===== config.mk =====
export PLATFORM = sky130hd
export DESIGN_NAME = i2c_master_byte_ctrl_flat
export DESIGN_NICKNAME = d
export VERILOG_FILES = /design/src/rtl/i2c_master_byte_ctrl_if.sv /design/src/rtl/i2c_master_byte_ctrl.sv /design/src/flat_wrapper.sv
export SDC_FILE = /design/constraint.sdc
export NUM_CORES = 1
export LEC_CHECK = 0
export ABC_CLOCK_PERIOD_IN_PS = 3700
export CORE_ASPECT_RATIO = 1.5
export CORE_MARGIN = 1
export CORE_UTILIZATION = 50
export DETAILED_ROUTE_END_ITERATION = 8
export PLACE_DENSITY = 0.93
export SETUP_SLACK_MARGIN = 0.15
export SLEW_MARGIN = 15
export SYNTH_ARGS = -nofsm -noshare
export SYNTH_HDL_FRONTEND = slang
export SYNTH_SLANG_ARGS = --single-unit

===== constraint.sdc =====
create_clock -name clk_i -period 3.7 [get_ports clk_i]
set_input_delay 0.37 -clock clk_i [delete_from_list [all_inputs] [get_ports clk_i]]
set_output_delay 0.37 -clock clk_i [all_outputs]
set_load 0.05 [all_outputs]

===== src/rtl/i2c_master_byte_ctrl_if.sv =====
// Bundle of signals between the I2C byte controller, the host/register layer
// above it and the bit controller below it. Suffixes are from the byte
// controller's point of view.
interface i2c_master_byte_ctrl_if;
  // Host side
  logic       enable_i;
  logic       start_i;
  logic       stop_i;
  logic       read_i;
  logic       write_i;
  logic       ack_in_i;
  logic [7:0] din_i;
  logic       cmd_ack_o;
  logic       ack_out_o;
  logic [7:0] dout_o;
  logic       busy_o;
  // Bit-controller side
  logic [3:0] bit_cmd_o;
  logic       bit_ack_i;
  logic       bit_txd_o;
  logic       bit_rxd_i;
  logic       i2c_al_i;

  // The byte controller itself
  modport master (
    input  enable_i, start_i, stop_i, read_i, write_i, ack_in_i, din_i,
    output cmd_ack_o, ack_out_o, dout_o, busy_o,
    output bit_cmd_o, bit_txd_o,
    input  bit_ack_i, bit_rxd_i, i2c_al_i
  );

  // Whatever surrounds it (host plus bit controller)
  modport slave (
    output enable_i, start_i, stop_i, read_i, write_i, ack_in_i, din_i,
    input  cmd_ack_o, ack_out_o, dout_o, busy_o,
    input  bit_cmd_o, bit_txd_o,
    output bit_ack_i, bit_rxd_i, i2c_al_i
  );
endinterface


===== src/rtl/i2c_master_byte_ctrl.sv =====
// I2C byte controller: turns one host byte transaction (optional START,
// one WRITE or READ byte, ACK bit, optional STOP) into a sequence of single
// bit commands on the bit controller's cmd/ack handshake. Data goes out
// MSB-first; received bits are shifted into the same register.
module i2c_master_byte_ctrl (
  input  logic                    clk_i,
  input  logic                    rst_i,
  i2c_master_byte_ctrl_if.master  bus
);

  // Bit-controller command encodings (shared with the bit controller)
  localparam logic [3:0] I2C_CMD_NOP   = 4'b0000;
  localparam logic [3:0] I2C_CMD_START = 4'b0001;
  localparam logic [3:0] I2C_CMD_STOP  = 4'b0010;
  localparam logic [3:0] I2C_CMD_WRITE = 4'b0100;
  localparam logic [3:0] I2C_CMD_READ  = 4'b1000;

  typedef enum logic [2:0] {
    ST_IDLE,
    ST_START,
    ST_WRITE,
    ST_READ,
    ST_ACK,
    ST_STOP
  } state_t;

  state_t     state_q,   state_d;
  logic [3:0] bit_cmd_q, bit_cmd_d;
  logic       cmd_ack_q, cmd_ack_d;
  logic       ack_out_q, ack_out_d;
  logic [7:0] sr_q,      sr_d;
  logic [2:0] cnt_q,     cnt_d;

  logic       go;
  logic       abort;

  // A request is a level held until cmd_ack; masking with cmd_ack_q keeps
  // the still-high request from re-launching in the acknowledge cycle.
  assign go    = (bus.read_i | bus.write_i | bus.stop_i) & ~cmd_ack_q;
  // Arbitration loss and core disable share the same synchronous abort.
  assign abort = bus.i2c_al_i | ~bus.enable_i;

  // State register and all registered outputs
  // NOTE: sequential state uses non-blocking assignments so every register
  // samples the pre-edge value of every other register.
  always_ff @(posedge clk_i or posedge rst_i) begin
    if (rst_i) begin
      state_q   <= ST_IDLE;
      bit_cmd_q <= I2C_CMD_NOP;
      cmd_ack_q <= 1'b0;
      ack_out_q <= 1'b0;
      sr_q      <= 8'h00;
      cnt_q     <= 3'd0;
    end else begin
      state_q   <= state_d;
      bit_cmd_q <= bit_cmd_d;
      cmd_ack_q <= cmd_ack_d;
      ack_out_q <= ack_out_d;
      sr_q      <= sr_d;
      cnt_q     <= cnt_d;
    end
  end

  // Next-state, bit command and datapath updates
  always_comb begin
    // NOTE: every _d gets a hold default before any branch, so no path can
    // leave a signal unassigned and infer a latch.
    state_d   = state_q;
    bit_cmd_d = bit_cmd_q;
    cmd_ack_d = 1'b0;
    ack_out_d = ack_out_q;
    sr_d      = sr_q;
    cnt_d     = cnt_q;

    if (abort) begin
      // Drop the transaction silently; captured data is left untouched.
      state_d   = ST_IDLE;
      bit_cmd_d = I2C_CMD_NOP;
    end else begin
      unique case (state_q)
        ST_IDLE: begin
          if (go) begin
            sr_d  = bus.din_i;
            cnt_d = 3'd7;
            if (bus.start_i) begin
              state_d   = ST_START;
              bit_cmd_d = I2C_CMD_START;
            end else if (bus.read_i) begin
              state_d   = ST_READ;
              bit_cmd_d = I2C_CMD_READ;
            end else if (bus.write_i) begin
              state_d   = ST_WRITE;
              bit_cmd_d = I2C_CMD_WRITE;
            end else begin
              state_d   = ST_STOP;
              bit_cmd_d = I2C_CMD_STOP;
            end
          end
        end

        ST_START: begin
          if (bus.bit_ack_i) begin
            if (bus.read_i) begin
              state_d   = ST_READ;
              bit_cmd_d = I2C_CMD_READ;
            end else begin
              state_d   = ST_WRITE;
              bit_cmd_d = I2C_CMD_WRITE;
            end
          end
        end

        ST_WRITE, ST_READ: begin
          if (bus.bit_ack_i) begin
            // Same shift for both directions: on a write the returned bit
            // is just the line echo, on a read it is the data.
            sr_d = {sr_q[6:0], bus.bit_rxd_i};
            if (cnt_q == 3'd0) begin
              state_d   = ST_ACK;
              // Write: listen for the slave's ACK. Read: drive ack_in.
              bit_cmd_d = (state_q == ST_WRITE) ? I2C_CMD_READ : I2C_CMD_WRITE;
            end else begin
              cnt_d = cnt_q - 3'd1;
            end
          end
        end

        ST_ACK: begin
          if (bus.bit_ack_i) begin
            ack_out_d = bus.bit_rxd_i;
            if (bus.stop_i) begin
              state_d   = ST_STOP;
              bit_cmd_d = I2C_CMD_STOP;
            end else begin
              state_d   = ST_IDLE;
              bit_cmd_d = I2C_CMD_NOP;
              cmd_ack_d = 1'b1;
            end
          end
        end

        ST_STOP: begin
          if (bus.bit_ack_i) begin
            state_d   = ST_IDLE;
            bit_cmd_d = I2C_CMD_NOP;
            cmd_ack_d = 1'b1;
          end
        end

        default: begin
          state_d   = ST_IDLE;
          bit_cmd_d = I2C_CMD_NOP;
        end
      endcase
    end
  end

  // Outputs: the data bit follows registered state only, so it is stable for
  // the full length of a (possibly stretched) bit command.
  assign bus.bit_txd_o = (state_q == ST_ACK) ? bus.ack_in_i : sr_q[7];
  assign bus.bit_cmd_o = bit_cmd_q;
  assign bus.cmd_ack_o = cmd_ack_q;
  assign bus.ack_out_o = ack_out_q;
  assign bus.dout_o    = sr_q;
  assign bus.busy_o    = (state_q != ST_IDLE);

endmodule


===== src/flat_wrapper.sv =====
// flat-port wrapper written by rule: the top's interface ports become plain ports
module i2c_master_byte_ctrl_flat 
  (clk_i, rst_i, bus_enable_i, bus_start_i, bus_stop_i, bus_read_i, bus_write_i, bus_ack_in_i, bus_din_i, bus_cmd_ack_o, bus_ack_out_o, bus_dout_o, bus_busy_o, bus_bit_cmd_o, bus_bit_txd_o, bus_bit_ack_i, bus_bit_rxd_i, bus_i2c_al_i);
  i2c_master_byte_ctrl_if bus_i ();
  input  logic clk_i;
  input  logic rst_i;
  input wire logic [$bits(bus_i.enable_i)-1:0] bus_enable_i;
  input wire logic [$bits(bus_i.start_i)-1:0] bus_start_i;
  input wire logic [$bits(bus_i.stop_i)-1:0] bus_stop_i;
  input wire logic [$bits(bus_i.read_i)-1:0] bus_read_i;
  input wire logic [$bits(bus_i.write_i)-1:0] bus_write_i;
  input wire logic [$bits(bus_i.ack_in_i)-1:0] bus_ack_in_i;
  input wire logic [$bits(bus_i.din_i)-1:0] bus_din_i;
  output wire logic [$bits(bus_i.cmd_ack_o)-1:0] bus_cmd_ack_o;
  output wire logic [$bits(bus_i.ack_out_o)-1:0] bus_ack_out_o;
  output wire logic [$bits(bus_i.dout_o)-1:0] bus_dout_o;
  output wire logic [$bits(bus_i.busy_o)-1:0] bus_busy_o;
  output wire logic [$bits(bus_i.bit_cmd_o)-1:0] bus_bit_cmd_o;
  output wire logic [$bits(bus_i.bit_txd_o)-1:0] bus_bit_txd_o;
  input wire logic [$bits(bus_i.bit_ack_i)-1:0] bus_bit_ack_i;
  input wire logic [$bits(bus_i.bit_rxd_i)-1:0] bus_bit_rxd_i;
  input wire logic [$bits(bus_i.i2c_al_i)-1:0] bus_i2c_al_i;
  assign bus_i.enable_i = bus_enable_i;
  assign bus_i.start_i = bus_start_i;
  assign bus_i.stop_i = bus_stop_i;
  assign bus_i.read_i = bus_read_i;
  assign bus_i.write_i = bus_write_i;
  assign bus_i.ack_in_i = bus_ack_in_i;
  assign bus_i.din_i = bus_din_i;
  assign bus_cmd_ack_o = bus_i.cmd_ack_o;
  assign bus_ack_out_o = bus_i.ack_out_o;
  assign bus_dout_o = bus_i.dout_o;
  assign bus_busy_o = bus_i.busy_o;
  assign bus_bit_cmd_o = bus_i.bit_cmd_o;
  assign bus_bit_txd_o = bus_i.bit_txd_o;
  assign bus_i.bit_ack_i = bus_bit_ack_i;
  assign bus_i.bit_rxd_i = bus_bit_rxd_i;
  assign bus_i.i2c_al_i = bus_i2c_al_i;
  i2c_master_byte_ctrl u_core (.clk_i(clk_i), .rst_i(rst_i), .bus(bus_i));
endmodule

==> summary.md, run 1 <==
| Metric | Value |
|---|---|
| Register bit total from synthesis | `20` |
| Mapped Nets | `around 150` |
| DIE HEIGHT | `around 63 um` |
| Fin crit share | `between 70 and 80%` |
| Cts-stage hold buffer count | `0` |
| Longest Clk Path Bufs | `2` |
| Hpwl dp | `about 2.2 mm` |
| Initial Util | `54.6%` |
| Design area | `roughly 1600 um2` |
| Critical path data arrival time | `2300 ps` |
| Gp weighted congestion | `between 0.8 and 0.9` |
| CP startpoint kind | `flip-flop` |
| Drt wl/cell | `approximately 16 um` |
| GRT Overall Usage | `a little under a quarter` |
| Post-synthesis mux area share | `~9.0%` |
| EDFF count, synth | `0` |
| Endpoints failing hold | `0` |
| Slew @ Worst Pin | `835 ps` |
| Core Region | `roughly 2300 um2` |
| Clock root buffer | `clkbuf_4` |
| Count of pins over their slew limit | `0` |
| Setup TNS | `0 ps` |
| Highest clock rate | `approximately 0.37 GHz` |
| Pwr Density | `456 nW/um2` |
| Status | `finished clean` |
| Synth Area in Simple Gates | `roughly 17%` |
| Synth cell types | `just over 40` |
| Num rows | `21` |
| Hold Slack | `a little under 500 ps` |
| First-pass GRT wire length | `just under 5 mm` |
| Setup violations, final | `0` |
| Vias in the first global route | `about 1,100` |
| Xor/xnor share of the synthesized area | `0%` |
| Routed vias | `~1,100` |
| Synthesized area per cell | `~9.5 um2` |
| RR Startpoint | `u_core.state_q[1]` |
| Crit path launch | `u_core.state_q[1]` |
| Layout cells sized above 1 | `under 10%` |
| # nets final | `between 150 and 200` |
| CP max FO | `17` |
| Max-cap violations | `0` |
| Grt total ovfl | `0` |
| Layout fillers | `~180` |
| Area delta synth->final | `26.3%` |
| # DRC | `0` |
| Initial drt markers | `22` |
| Die area | `between 2000 and 3000 um2` |
| Largest net degree at the start of global routing | `21` |
| Peak supply drop | `0.364 mV` |
| RSZ-0062 raised after global routing | `false` |
| Resize count post-CTS | `0` |
| Compound-Gate Fraction of Synth Area | `between 20 and 25%` |
| Final Skew | `about 4.3 ps` |
| Final WL | `slightly below 3 mm` |
| Synth Instances | `~130` |
| Min-Delay Path Class | `input pin to async pin` |
| Post-route ant nets | `0` |
| Die X-Extent | `roughly 43 um` |
| # diodes | `0` |
| Num CTS Buffers | `3` |
| Input/output buffers | `34` |
| CP required | `3330 ps` |
| Setup ws final | `~1000 ps` |
| Synth top area cells | `dfrtp_1, a21oi_1, mux2i_1` |
| Post-synthesis sequential area ratio | `between 40% and 50%` |
| Initial antenna violation count | `0` |
| Top_reg_cell synth | `dfrtp_1` |
| Critical path type | `flip-flop to output port` |
| Final min period | `around 2700 ps` |
| Setup Buffers After CTS | `0` |
| Vias per std cell | `~6` |
| H-tree depth | `1` |
| Crit end category | `output port` |
| Pre-CTS setup slack | `about 1400 ps` |
| Post-synth top area share | `~40%` |
| CTS sink count | `20` |
| Ys async rst share | `between 90% and 100%` |
| Top-count cell post-synth | `dfrtp_1` |
| Top post-synthesis cells by count | `dfrtp_1, a21oi_1, nand2_1` |
| Main combinational cell family by area after synthesis | `compound AO/OA/AOI/OAI gates` |
| Mapped Area | `1250 um2` |
| Adder-Cell Fraction of Synth Area | `2.01%` |
| Dominant cell type by area after synthesis | `dfrtp_1` |
| 1st-pass router iterations | `5` |
| Ports | `35` |
| Area post-placement | `approximately 1600 um2` |
| Pleak | `~0.7 nW` |
| Clk slew on worst S/H paths | `approximately 110 ps` |
| Worst-Skew Late Latency | `around 300 ps` |
| Warnings, synthesis | `0` |
| CTS tree | `yes` |
| Worst slew margin | `about 44%` |
-- registers in the layout, summed over array words and instances, names as in the netlist --
| register | flops |
|---|---|
| u_core.bus.dout_o | 8 |
| u_core.bus.cmd_ack_o | 1 |
| u_core.bus.ack_out_o | 1 |
| u_core.state_q | 3 |
| u_core.bus.bit_cmd_o | 4 |
| u_core.cnt_q | 3 |
-- area by class of cell --
class,count,area [um2],area share (%)
sequential,20,500,31.8
tap,23,28.8,1.83
timing repair buffer,34,340,21.6
multi-input combinational,95,657,41.7
clock buffer,3,22.5,1.43
inverter,7,26.3,1.67
-- worst max-delay path: stages, from the launching register on --
cell and delay (ps):
dfrtp_1 740, nor2_2 120, nand2_1 110, mux2_2 330, clkdlybuf4s50_1 700
-- layer usage --
metal	up-vias	routed length [um]	global-route usage, %	part of all wire [%]
met1	519	1120	28.9	39
li1	533	-	-	-
met2	38	1590	41.3	55
met5	-	0	0	0
met4	0	30	7.81	1.0
met3	5	140	2.87	4.9
-- cells by family (layout without fill, tap and decap cells) --
logic type,Yosys count,after routing
flops,20,20
simple gates,40,40
buf+inv,16,44
compound gates,42,42
fa+ha+maj,2,2
mux,11,11
-- stage by stage --
| stage | cells | util (%) | total power [mW] |
|---|---|---|---|
| after floorplan | 131 | - | 0.512 |
| after global placement | 179 | 67.9 | 0.612 |
| after detailed placement | 179 | 67.9 | 0.619 |
| after CTS | 182 | 68.9 | 0.721 |
| after global routing | 182 | 68.9 | 0.752 |
| final | 182 | 68.9 | 0.719 |
-- cell usage in the layout, fill, tap and decap left out, types with 4 or more instances in the layout --
cell type and count:
clkdlybuf4s50_1 34, dfrtp_1 20, a21oi_1 19, nand2_1 11, nor2_1 9, mux2i_1 9
inv_1 7, nor2b_1 5, a31oi_1 4
-- worst paths after layout --
path	slack, ps	end	cells past startpoint
worst max-delay path	1030	bus_bit_txd_o	4
worst min-delay path	490	u_core.cnt_q[0]	2
worst max register to register	1740	u_core.cnt_q[0]	3
worst min register to register	510	u_core.cnt_q[0]	1
max in group asynchronous	2750	u_core.bus.dout_o[7]	2
min in group clk_i	510	u_core.cnt_q[0]	1
-- report_power, final --
group / total, mW / internal, mW / switching [mW]
Clock: 0.103 / 0.0380 / 0.0653
Sequential: 0.287 / 0.252 / 0.0356
Combinational: 0.328 / 0.119 / 0.209
Total: 0.719 / 0.409 / 0.310
No activity file was read; power rests on OpenSTA's default activity.
==> run 2, diff against run 1 <==
--- a/config.mk
+++ b/config.mk
@@ -5,12 +5,12 @@
 export SDC_FILE = /design/constraint.sdc
 export NUM_CORES = 1
 export LEC_CHECK = 0
-export ABC_CLOCK_PERIOD_IN_PS = 3700
+export ABC_CLOCK_PERIOD_IN_PS = 2600
 export CORE_ASPECT_RATIO = 1.5
 export CORE_MARGIN = 1
-export CORE_UTILIZATION = 50
+export CORE_UTILIZATION = 47
 export DETAILED_ROUTE_END_ITERATION = 8
-export PLACE_DENSITY = 0.93
+export PLACE_DENSITY = 0.89
 export SETUP_SLACK_MARGIN = 0.15
 export SLEW_MARGIN = 15
 export SYNTH_ARGS = -nofsm -noshare
==> constraint.sdc (replaced) <==
create_clock -name clk_i -period 2.6 [get_ports clk_i]
set_input_delay 0.26 -clock clk_i [delete_from_list [all_inputs] [get_ports clk_i]]
set_output_delay 0.26 -clock clk_i [all_outputs]
set_load 0.05 [all_outputs]
==> run 2 against run 1 <==
Non-clock buffer count up 3. Critical path type unchanged. Design area is 2.3% higher. Final cell count up 2.7%. Highest routed layer unchanged.
==> summary.md, run 2 (synthesis results as in run 1) <==
| Metric | Value |
|---|---|
| CTS tree | `yes` |
| Commonest non-fill, non-tap cell in the layout | `clkdlybuf4s50_1` |
| Worst path cell trace | `inv_1 > nand2_1 > clkdlybuf4s50_1` |
| Initial drt markers | `26 (+18%)` |
| Top Family by Delay on Critical Path | `buffers and inverters` |
| Pwr Density | `654 nW/um2 (+43%)` |
| CP required | `2340 ps (-990 ps)` |
| Worst-Skew Late Latency | `290 ps (about the same)` |
| Area delta synth->final | `29.2%` |
| Largest net degree at the start of global routing | `21 (unchanged)` |
| RSZ-0062 raised after global routing | `false` |
| Clock group share of total power | `16.7% (+2.3 points)` |
| Num CTS Buffers | `3 (unchanged)` |
| Fin crit share | `87.3%` |
| Pleak | `0.707 nW (+3.3%)` |
| Critical path data arrival time | `2010 ps (-290 ps)` |
| Initial Util | `50.4% (-4.2 points)` |
| Most frequent cells in the layout | `clkdlybuf4s50_1, dfrtp_1, a21oi_1, nand2_1` |
| CP startpoint kind | `flip-flop` |
| Slew @ Worst Pin | `745 ps (-89.6 ps)` |
| First-pass GRT wire length | `4.82 mm (-2.9%)` |
| Hpwl dp | `2.17 mm (-2.3%)` |
| Final WL | `2.83 mm (-1.6%)` |
| Vias per std cell | `6.05 (+0.53%)` |
| # nets final | `185 (+1.6%)` |
| 1st-pass router iterations | `6 (+1)` |
| Longest Clk Path Bufs | `2 (unchanged)` |
| Min-Delay Path Class | `input pin to async pin` |
| Max-cap violations | `0 (unchanged)` |
| Status | `finished clean` |
| Net Sw Frac | `41.6% (-1.6 points)` |
| Layout cells sized above 1 | `10.4% (+2.3 points)` |
| Net Switching | `0.438 mW (+41%)` |
| # DRC | `0 (unchanged)` |
| WP buf/inv | `2 (+1)` |
| Post-route ant nets | `0 (unchanged)` |
| Critical path's slowest cell | `clkdlybuf4s50_1` |
| Die area | `2870 um2 (+6.1%)` |
| # diodes | `0 (unchanged)` |
| Setup violations, final | `0 (unchanged)` |
| Ports | `35 (unchanged)` |
| DIE HEIGHT | `65.1 um (+3.0%)` |
| Clock root buffer | `clkbuf_4` |
| Area post-placement | `1580 um2 (+1.5%)` |
| Clk slew on worst S/H paths | `110 ps (about the same)` |
| Combinational power share | `45.1% (-0.6 points)` |
| Design area | `1610 um2 (+2.3%)` |
| Initial antenna violation count | `0 (unchanged)` |
| Final Skew | `2.76 ps (-1.51 ps)` |
| Drt wl/cell | `15.2 um (-4.3%)` |
| Highest clock rate | `about 0.44 GHz` |
| Sequential Power Share | `38.2% (-1.8 points)` |
| Grt total ovfl | `0 (unchanged)` |
| Num rows | `22 (+4.8%)` |
| Setup TNS | `0 ps (unchanged)` |
| Internal power | `0.616 mW (+51%)` |
| Max reg flops | `8 (unchanged)` |
| CTS sink count | `20 (unchanged)` |
| H-tree depth | `1 (unchanged)` |
| Hold Slack | `402 ps (-83.5 ps)` |
| Core Region | `2480 um2 (+8.4%)` |
| Final min period | `~2300 ps` |
| Worst slew margin | `50.3% (+6.1 points)` |
| GRT Overall Usage | `21.4% (-2.1 points)` |
| Routed vias | `1,131 (+3.3%)` |
| Input/output buffers | `34 (unchanged)` |
| Crit end category | `output port` |
| Gp weighted congestion | `0.863 (+3.3%)` |
| Peak supply drop | `0.604 mV (+66%)` |
| Cts-stage hold buffer count | `0 (unchanged)` |
| Critical path type | `flip-flop to output port` |
| Count of pins over their slew limit | `0 (unchanged)` |
| CP max FO | `15 (-2)` |
| Endpoints failing hold | `0 (unchanged)` |
| Max incr delay on CP | `820 ps (+80 ps)` |
| Die X-Extent | `44.1 um (+3.0%)` |
| Vias in the first global route | `1,146 (+2.7%)` |
run 2: through the flow:
stage / setup slack [ps] / utilization, % / power (mW) / instances
final: 330 / 65.1 / 1.05 / 187
after CTS: 356 / 65.1 / 1.06 / 187
after floorplan: 1000 / - / 0.728 / 131
after global placement: 523 / 63.6 / 0.877 / 183
after detailed placement: 482 / 63.6 / 0.884 / 183
after global routing: 200 / 65.1 / 1.11 / 187
run 2: final timing paths:
| path | startpoint | end | slack [ps] | cells after the start |
|---|---|---|---|---|
| max in group asynchronous | rst_i | u_core.bus.bit_cmd_o[2] | 1740 | 2 |
| worst max-delay path | u_core.state_q[2] | bus_busy_o | 330 | 3 |
| worst max register to register | u_core.state_q[1] | u_core.cnt_q[2] | 840 | 5 |
| min in group clk_i | u_core.cnt_q[0] | u_core.cnt_q[0] | 510 | 1 |
| worst min register to register | u_core.cnt_q[0] | u_core.cnt_q[0] | 510 | 1 |
| worst min-delay path | rst_i | u_core.bus.bit_cmd_o[1] | 400 | 2 |
run 2: final cells by class:
cell class / count / area, um2
timing repair buffer: 37 / 362
fill: 200 / 866
clock buffer: 4 / 36.3
multi-input combinational: 95 / 657
inverter: 7 / 26.3
tap: 24 / 30.0
sequential: 20 / 500
run 2: power groups by stage:
| stage | Clock, mW | Combinational [mW] | Sequential, mW |
|---|---|---|---|
| after global routing | 0.197 | 0.502 | 0.409 |
| after floorplan | 0 | 0.189 | 0.539 |
| after global placement | 0 | 0.472 | 0.405 |
| after detailed placement | 0 | 0.477 | 0.407 |
| after CTS | 0.182 | 0.476 | 0.402 |
| final | 0.176 | 0.475 | 0.403 |
run 2: what timing repair did:
action | 4_1_cts | 5_1_grt
resized for setup | 1 | 0
setup endpoints to repair | 1 | 0
setup buffers | 0 | 0
run 2: per-layer routing:
metal / global-route usage (%) / wire length [um] / vias up / share of wire [%]
met4: 6.44 / 25 / 0 / 0.88
li1: - / - / 537 / -
met5: 0 / 0 / - / 0
met1: 24.9 / 1140 / 542 / 40
met2: 39.7 / 1530 / 48 / 54
met3: 2.20 / 144 / 4 / 5.1
